$ cat config.mk
export PLATFORM = sky130hd
export DESIGN_NAME = occ_rom_arbiter
export DESIGN_NICKNAME = d
export VERILOG_FILES = /design/src/rtl/occ_rom_arbiter.sv
export SDC_FILE = /design/constraint.sdc
export NUM_CORES = 1
export LEC_CHECK = 0
export CORE_UTILIZATION = 40
export CTS_BUF_LIST = sky130_fd_sc_hd__clkbuf_16
export DETAILED_ROUTE_END_ITERATION = 16
export GPL_ROUTABILITY_DRIVEN = 0
export PLACE_DENSITY = 0.77
export SLEW_MARGIN = 20
export SYNTH_ARGS = -nofsm -noshare
export SYNTH_HDL_FRONTEND = slang
export SYNTH_SLANG_ARGS = --single-unit
$ cat constraint.sdc
create_clock -name clk -period 5 [get_ports clk]
set_input_delay 0.5 -clock clk [delete_from_list [all_inputs] [get_ports clk]]
set_output_delay 0.5 -clock clk [all_outputs]
set_load 0.1 [all_outputs]
$ cat src/rtl/occ_rom_arbiter.sv
// Round-robin arbiter sharing one combinational-read rom_Occ between the lower-bound (0)
// and upper-bound (1) Occ lookups, with a one-entry registered response slot per requester.
module occ_rom_arbiter #(
  parameter int ADDR_W = 8,
  parameter int DATA_W = 32
) (
  input  logic              clk,
  input  logic              rst_n,
  input  logic              req0_i,
  input  logic [ADDR_W-1:0] addr0_i,
  output logic              gnt0_o,
  output logic              rvalid0_o,
  output logic [DATA_W-1:0] rdata0_o,
  input  logic              rready0_i,
  input  logic              req1_i,
  input  logic [ADDR_W-1:0] addr1_i,
  output logic              gnt1_o,
  output logic              rvalid1_o,
  output logic [DATA_W-1:0] rdata1_o,
  input  logic              rready1_i,
  output logic              ce_rom_Occ_o,
  output logic [ADDR_W-1:0] addr_rom_Occ_o,
  input  logic [DATA_W-1:0] data_rom_Occ_i
);

  localparam int NUM_REQ = 2;

  logic [NUM_REQ-1:0]             w_req, w_rready, w_free, w_elig, w_gnt;
  logic [NUM_REQ-1:0]             r_rvalid;
  logic [NUM_REQ-1:0][DATA_W-1:0] r_rdata;
  logic                           r_last_gnt;

  assign w_req    = {req1_i, req0_i};
  assign w_rready = {rready1_i, rready0_i};

  // A slot being drained this cycle can take a new response, giving 1/cycle throughput.
  // Eligibility is gated by reset so gnt/ce drop as soon as reset asserts.
  assign w_free = ~r_rvalid | w_rready;
  assign w_elig = w_req & w_free & {NUM_REQ{rst_n}};

  always_comb begin
    w_gnt    = '0;
    w_gnt[0] = w_elig[0] & (~w_elig[1] | r_last_gnt);
    w_gnt[1] = w_elig[1] & (~w_elig[0] | ~r_last_gnt);
  end

  always_comb begin
    ce_rom_Occ_o   = 1'b0;
    addr_rom_Occ_o = '0;
    if (w_gnt[0]) begin
      ce_rom_Occ_o   = 1'b1;
      addr_rom_Occ_o = addr0_i;
    end else if (w_gnt[1]) begin
      ce_rom_Occ_o   = 1'b1;
      addr_rom_Occ_o = addr1_i;
    end
  end

  always_ff @(posedge clk or negedge rst_n) begin
    if (!rst_n) begin
      r_rvalid   <= '0;
      r_rdata    <= '0;
      r_last_gnt <= 1'b1;
    end else begin
      for (int n = 0; n < NUM_REQ; n++) begin
        if (w_gnt[n]) begin
          r_rvalid[n] <= 1'b1;
          r_rdata[n]  <= data_rom_Occ_i;
        end else if (r_rvalid[n] && w_rready[n]) begin
          r_rvalid[n] <= 1'b0;
        end
      end
      if (|w_gnt) r_last_gnt <= w_gnt[1];
    end
  end

  assign gnt0_o    = w_gnt[0];
  assign gnt1_o    = w_gnt[1];
  assign rvalid0_o = r_rvalid[0];
  assign rvalid1_o = r_rvalid[1];
  assign rdata0_o  = r_rdata[0];
  assign rdata1_o  = r_rdata[1];

endmodule

Word-level counts from Yosys, hierarchy flattened
Cells that the tools add are included.

operators by class
  multiplexer cells = 8
  reduce and logical (&&, ||, !) cells = 5
  bitwise operators = 11

operators with widths
  kind               number
  $mux 8             2
  $mux 1             6
  $and 2x2->2        2
  $reduce_bool 2->1  2
  $not 1->1          3
  $and 1x1->1        2
  $logic_and 1x1->1  2
  $not 2->2          1
  $or 1x1->1         2
  $or 2x2->2         1
  $reduce_or 2->1    1

storage, ports and cells
  input bits = 54
  register bits after elaboration = 67
  output and inout port bits = 77

Longest topological paths before layout
  word-level depth = 9
  depth in mapped cells = 4

Worst setup path after synthesis
No wires, ideal clock.

  path type = register -> output
  start = register r_rvalid[0]
  end = output port ce_rom_Occ_o
  setup slack = 1,357 ps
  arrival time = 3,143 ps
  path buffers = 0
  stages on the path, launching flop included = 3
  data required time = 4,500 ps
  cells stage by stage = dfrtp_1 nor2b_4 o21ai_0

on the way
  word-level cells in the longest chain between the ends = 9
  elaborated cells between the ends (all ways) = 10

ends and longest elaborated chain
  item                               RTL line  RTL
  from (decl)                        29        logic [NUM_REQ-1:0] r_rvalid;
  from (signal assigned)             61        r_rvalid <= '0;
  from (signal, indexed assignment)  67        r_rvalid[n] <= 1'b1;
  from (signal, indexed assignment)  70        r_rvalid[n] <= 1'b0;
  $not 2->2 *                        38        assign w_free = ~r_rvalid | w_rready;
  $or 2x2->2 *                       38
  $and 2x2->2 * (2 in series)        39        assign w_elig = w_req & w_free & {NUM_REQ{rst_n}};
  $not 1->1                          44        w_gnt[1] = w_elig[1] & (~w_elig[0] | ~r_last_gnt);
  $or 1x1->1                         44
  $and 1x1->1                        44
  $mux 1                             53        end else if (w_gnt[1]) begin
  $mux 1 *                           50        if (w_gnt[0]) begin
  to (decl)                          21        output logic ce_rom_Occ_o,

Every way passes the cells marked *; elsewhere a longest branch is shown, timed or not.

Worst setup path in the final report
  start = input port rst_n
  end = output port addr_rom_Occ_o[3]

on the way
  word-level cells in the longest chain between the ends = 6
  elaborated cells between the ends (all ways) = 9

ends and longest elaborated chain
  item           RTL line  RTL
  from (decl)    8         input logic rst_n,
  $and 2x2->2 *  39
  $not 1->1      44
  $or 1x1->1     44
  $and 1x1->1    44
  $mux 8         53
  $mux 8 *       50
  to (decl)      22        output logic [ADDR_W-1:0] addr_rom_Occ_o,

Marks and branches as above.

==> tab_implementation.tex <==
\begin{tabular}{lr}
\hline
Metric & Value \\
\hline
\multicolumn{2}{l}{\textbf{Route}} \\
Routed wire length on met2 & 2989 um \\
Final WL & about 6000 um \\
Detail Route met3 WL & 463 um \\
Number of remaining DRC errors & 0 \\
Vias per cell & 4.908 \\
First-pass detailed-route iteration total & 4 \\
Wire length per cell after detailed routing & 15.68 um \\
Detailed-route wire length on metal 1 & around 2500 um \\
Highest routed layer & met4 \\
Antenna violation net count after detailed routing & 0 \\
Via count of the routed design & 1875 \\
Starting DRT DRC Count & 37 \\
\multicolumn{2}{l}{\textbf{Clock network}} \\
Clock input transition at the sequential cells of the worst setup and hold paths & about 0.05 ns \\
Clock tree from TritonCTS & done \\
Buffer type at the clock tree root & clkbuf\_16 \\
CTS H-Tree Depth & 3 \\
Number of gates given a new drive strength after cts & 0 \\
CTS buffer count & 9 \\
Clock latency of the later-clocked register in the worst-skew pair & 0.32 ns \\
Largest buffer count on any clock path & 2 \\
CTS sink cnt & 67 \\
Number of buffers inserted by post-CTS setup repair & 0 \\
Count of hold buffers inserted by post-cts repair & 0 \\
\multicolumn{2}{l}{\textbf{Critical path}} \\
Element type at the critical path start & input pin \\
Capturing element type of the critical path & primary output \\
Data arrival at the endpoint of the critical path & 3.08 ns \\
Req. time, crit path & 4.50 ns \\
Top Family by Delay on Critical Path & buffers and inverters \\
CP bufs+invs & 3 \\
Reg2reg setup slack & approximately 3.0 ns \\
Crit path cell chain & buf\_2, buf\_4, nand2\_1, a211oi\_4, a22o\_1, clkdlybuf4s50\_1 \\
Maximum fanout along the worst path & 36 \\
Crit-path slowest cell & clkdlybuf4s50\_1 \\
Max incr delay on CP & 1.14 ns \\
Start-to-end type of the worst setup path & input pin to primary output \\
\multicolumn{2}{l}{\textbf{GRT}} \\
Antenna violations before repair & 0 \\
First-pass GRT wire length & 9694 um \\
Maximum number of pins on one net before global-route repair & 37 \\
Remaining global-route overflow & 0 \\
Via count of the first global-routing pass & 1942 \\
Combined global-route utilization of all metal layers & between 15 and 20\% \\
\multicolumn{2}{l}{\textbf{Timing}} \\
Count of endpoints failing hold in the final timing report & 0 \\
Max-slew headroom at the worst pin & 32.90\% \\
Pin slew with the least headroom to its limit & 1.003 ns \\
Final setup violating endpoints & 0 \\
Clock Skew & 0.006559 ns \\
Minimum clock period & 3.584 ns \\
Top achievable clock speed & 0.2790 GHz \\
Post-route setup TNS & 0 ns \\
Number of pins exceeding their max-slew limit in the final report & 0 \\
RSZ-0062 raised after global routing & false \\
Portion of the clock cycle consumed by the worst path in the final layout & between 70\% and 80\% \\
\multicolumn{2}{l}{\textbf{Synth}} \\
Post-Syn Area & 2653 sq um \\
Synth unique cells & 17 \\
Seq cells post-synth & 67 \\
Cell type contributing the most total cell area after synthesis & dfrtp\_1 \\
Mapped Nets & 215 \\
Number of instances in the synthesized netlist & 161 \\
Count of synthesis-stage warnings from yosys & 0 \\
Top cells by area, synth & dfrtp\_1, mux2\_2, a22o\_1 \\
Portion of synthesized cell area occupied by the leading cell type & approximately 62\% \\
Mean cell area of the mapped netlist & 16.48 sq um \\
Post-synthesis sequential area ratio & 63.25\% \\
\multicolumn{2}{l}{\textbf{Layout}} \\
Layout filler cell count & 496 \\
Inserted Diodes & 0 \\
Number of nets in the layout & around 350 \\
Multi-input logic area & between 900 and 1000 sq um \\
Synth-to-Final Area Change & 63.25\% \\
Sequential standard cell area & 1678 sq um \\
Final Cell Area & roughly 4300 sq um \\
Share of cells above drive strength 1 & about 28\% \\
\multicolumn{2}{l}{\textbf{Floorplanning}} \\
Vertical die dimension & 83.44 um \\
Core Region & 6386 sq um \\
Number of primary I/O pins & 131 \\
Die Outline Area & 6961 sq um \\
Std-Cell Rows & 29 \\
Die Span X & 83.44 um \\
Effective utilization at floorplan & 41.54\% \\
\multicolumn{2}{l}{\textbf{Placement}} \\
Buffers on Ports & 130 \\
Detailed-placement wirelength estimate & 4199 um \\
Placed inst area & 4020 sq um \\
\multicolumn{2}{l}{\textbf{Outcome}} \\
Outcome & completed \\
\multicolumn{2}{l}{\textbf{Flow run}} \\
Number of maximum-capacitance constraint violations & 0 \\
\multicolumn{2}{l}{\textbf{Min path}} \\
Worst hold path type & input pin to asynchronous set/reset pin \\
\hline
\end{tabular}
-- worst reg2reg max path, stage by stage (launching register included) --
cell and delay [ns]:
dfstp_2 0.54, nor2b_1 0.07, a211oi_4 0.55, buf_4 0.36
mux2_2 0.38
-- final cells by class --
type / instances / share of cell area (%)
inverters: 1 / 0.08668
flip-flops and latches: 67 / 38.75
well taps: 77 / 2.225
clock inverters: 7 / 1.965
repair buffers: 135 / 30.80
clock buffers: 9 / 5.201
multi-input cells: 86 / 20.98
-- flip-flops by register name, summed over array words and instances, names as in the netlist --
register,flops
r_rvalid,2
rdata1_o,32
r_last_gnt,1
rdata0_o,32
-- cells in the mapped netlist, drive strengths merged --
| library cell | number |
|---|---|
| dfrtp | 66 |
| mux2 | 64 |
| a22o | 8 |
| buf | 7 |
| nand2 | 4 |
| o21ai | 3 |
| nor2b | 2 |
| a211oi | 1 |
| and2 | 1 |
| dfstp | 1 |
| inv | 1 |
| nand2b | 1 |
| o211ai | 1 |
| or2 | 1 |
-- final timing paths --
path	start	endpoint	cells after the start
min	rst_n	rdata0_o[11]$_DFFE_PN0P_	2
min in group clk	rdata0_o[9]$_DFFE_PN0P_	rdata0_o[9]$_DFFE_PN0P_	1
min reg2reg	rdata0_o[9]$_DFFE_PN0P_	rdata0_o[9]$_DFFE_PN0P_	1
max	rst_n	addr_rom_Occ_o[3]	6
max reg2reg	r_last_gnt$_DFFE_PN1P_	rdata0_o[17]$_DFFE_PN0P_	4
max in group asynchronous	rst_n	r_last_gnt$_DFFE_PN1P_	2
-- metrics by stage --
step / utilization, % / hold slack, ns / cells / worst slack (ns)
after floorplan: - / 0.2044 / 161 / 1.357
after global placement: 62.95 / 0.4728 / 366 / 1.411
after detailed placement: 62.95 / 0.4784 / 366 / 1.373
after CTS: 67.81 / 0.2290 / 382 / 1.370
after global routing: 67.81 / 0.2629 / 382 / 1.194
final: 67.81 / 0.2243 / 382 / 1.416
-- routing by layer --
metal	track usage, %	up-vias
li1	-	858
met4	6.009	0
met1	22.39	942
met3	6.461	2
met5	0	-
met2	29.28	73
-- cells by family after synthesis --
group / count (synthesis) / share of synthesized area [%]
AO/OA/AOI/OAI: 13 / 4.434
buffers and inverters: 8 / 2.830
flip-flops: 67 / 63.25
multiplexers: 64 / 27.17
AND/OR/NAND/NOR: 9 / 2.311
-- cells in the final DEF, fill, tap and decap left out --
master           instances
nand2_1                  4
mux2_1                   4
a22o_1                   8
dfstp_2                  1
o211ai_4                 1
clkbuf_16                9
and2_1                   1
bufinv_16                2
o21ai_0                  3
clkdlybuf4s50_1        129
nor2b_4                  1
clkinv_1                 1
inv_2                    1
clkinv_4                 1
a211oi_4                 1
nand2b_4                 1
dfrtp_1                 66
buf_4                    5
inv_1                    2
nor2b_1                  1
clkinv_2                 1
or2_2                    1
buf_2                    1
mux2_2                  60
Power is not shown: default switching activity piles up to over one toggle a cycle in this logic, so the estimate is an artifact.
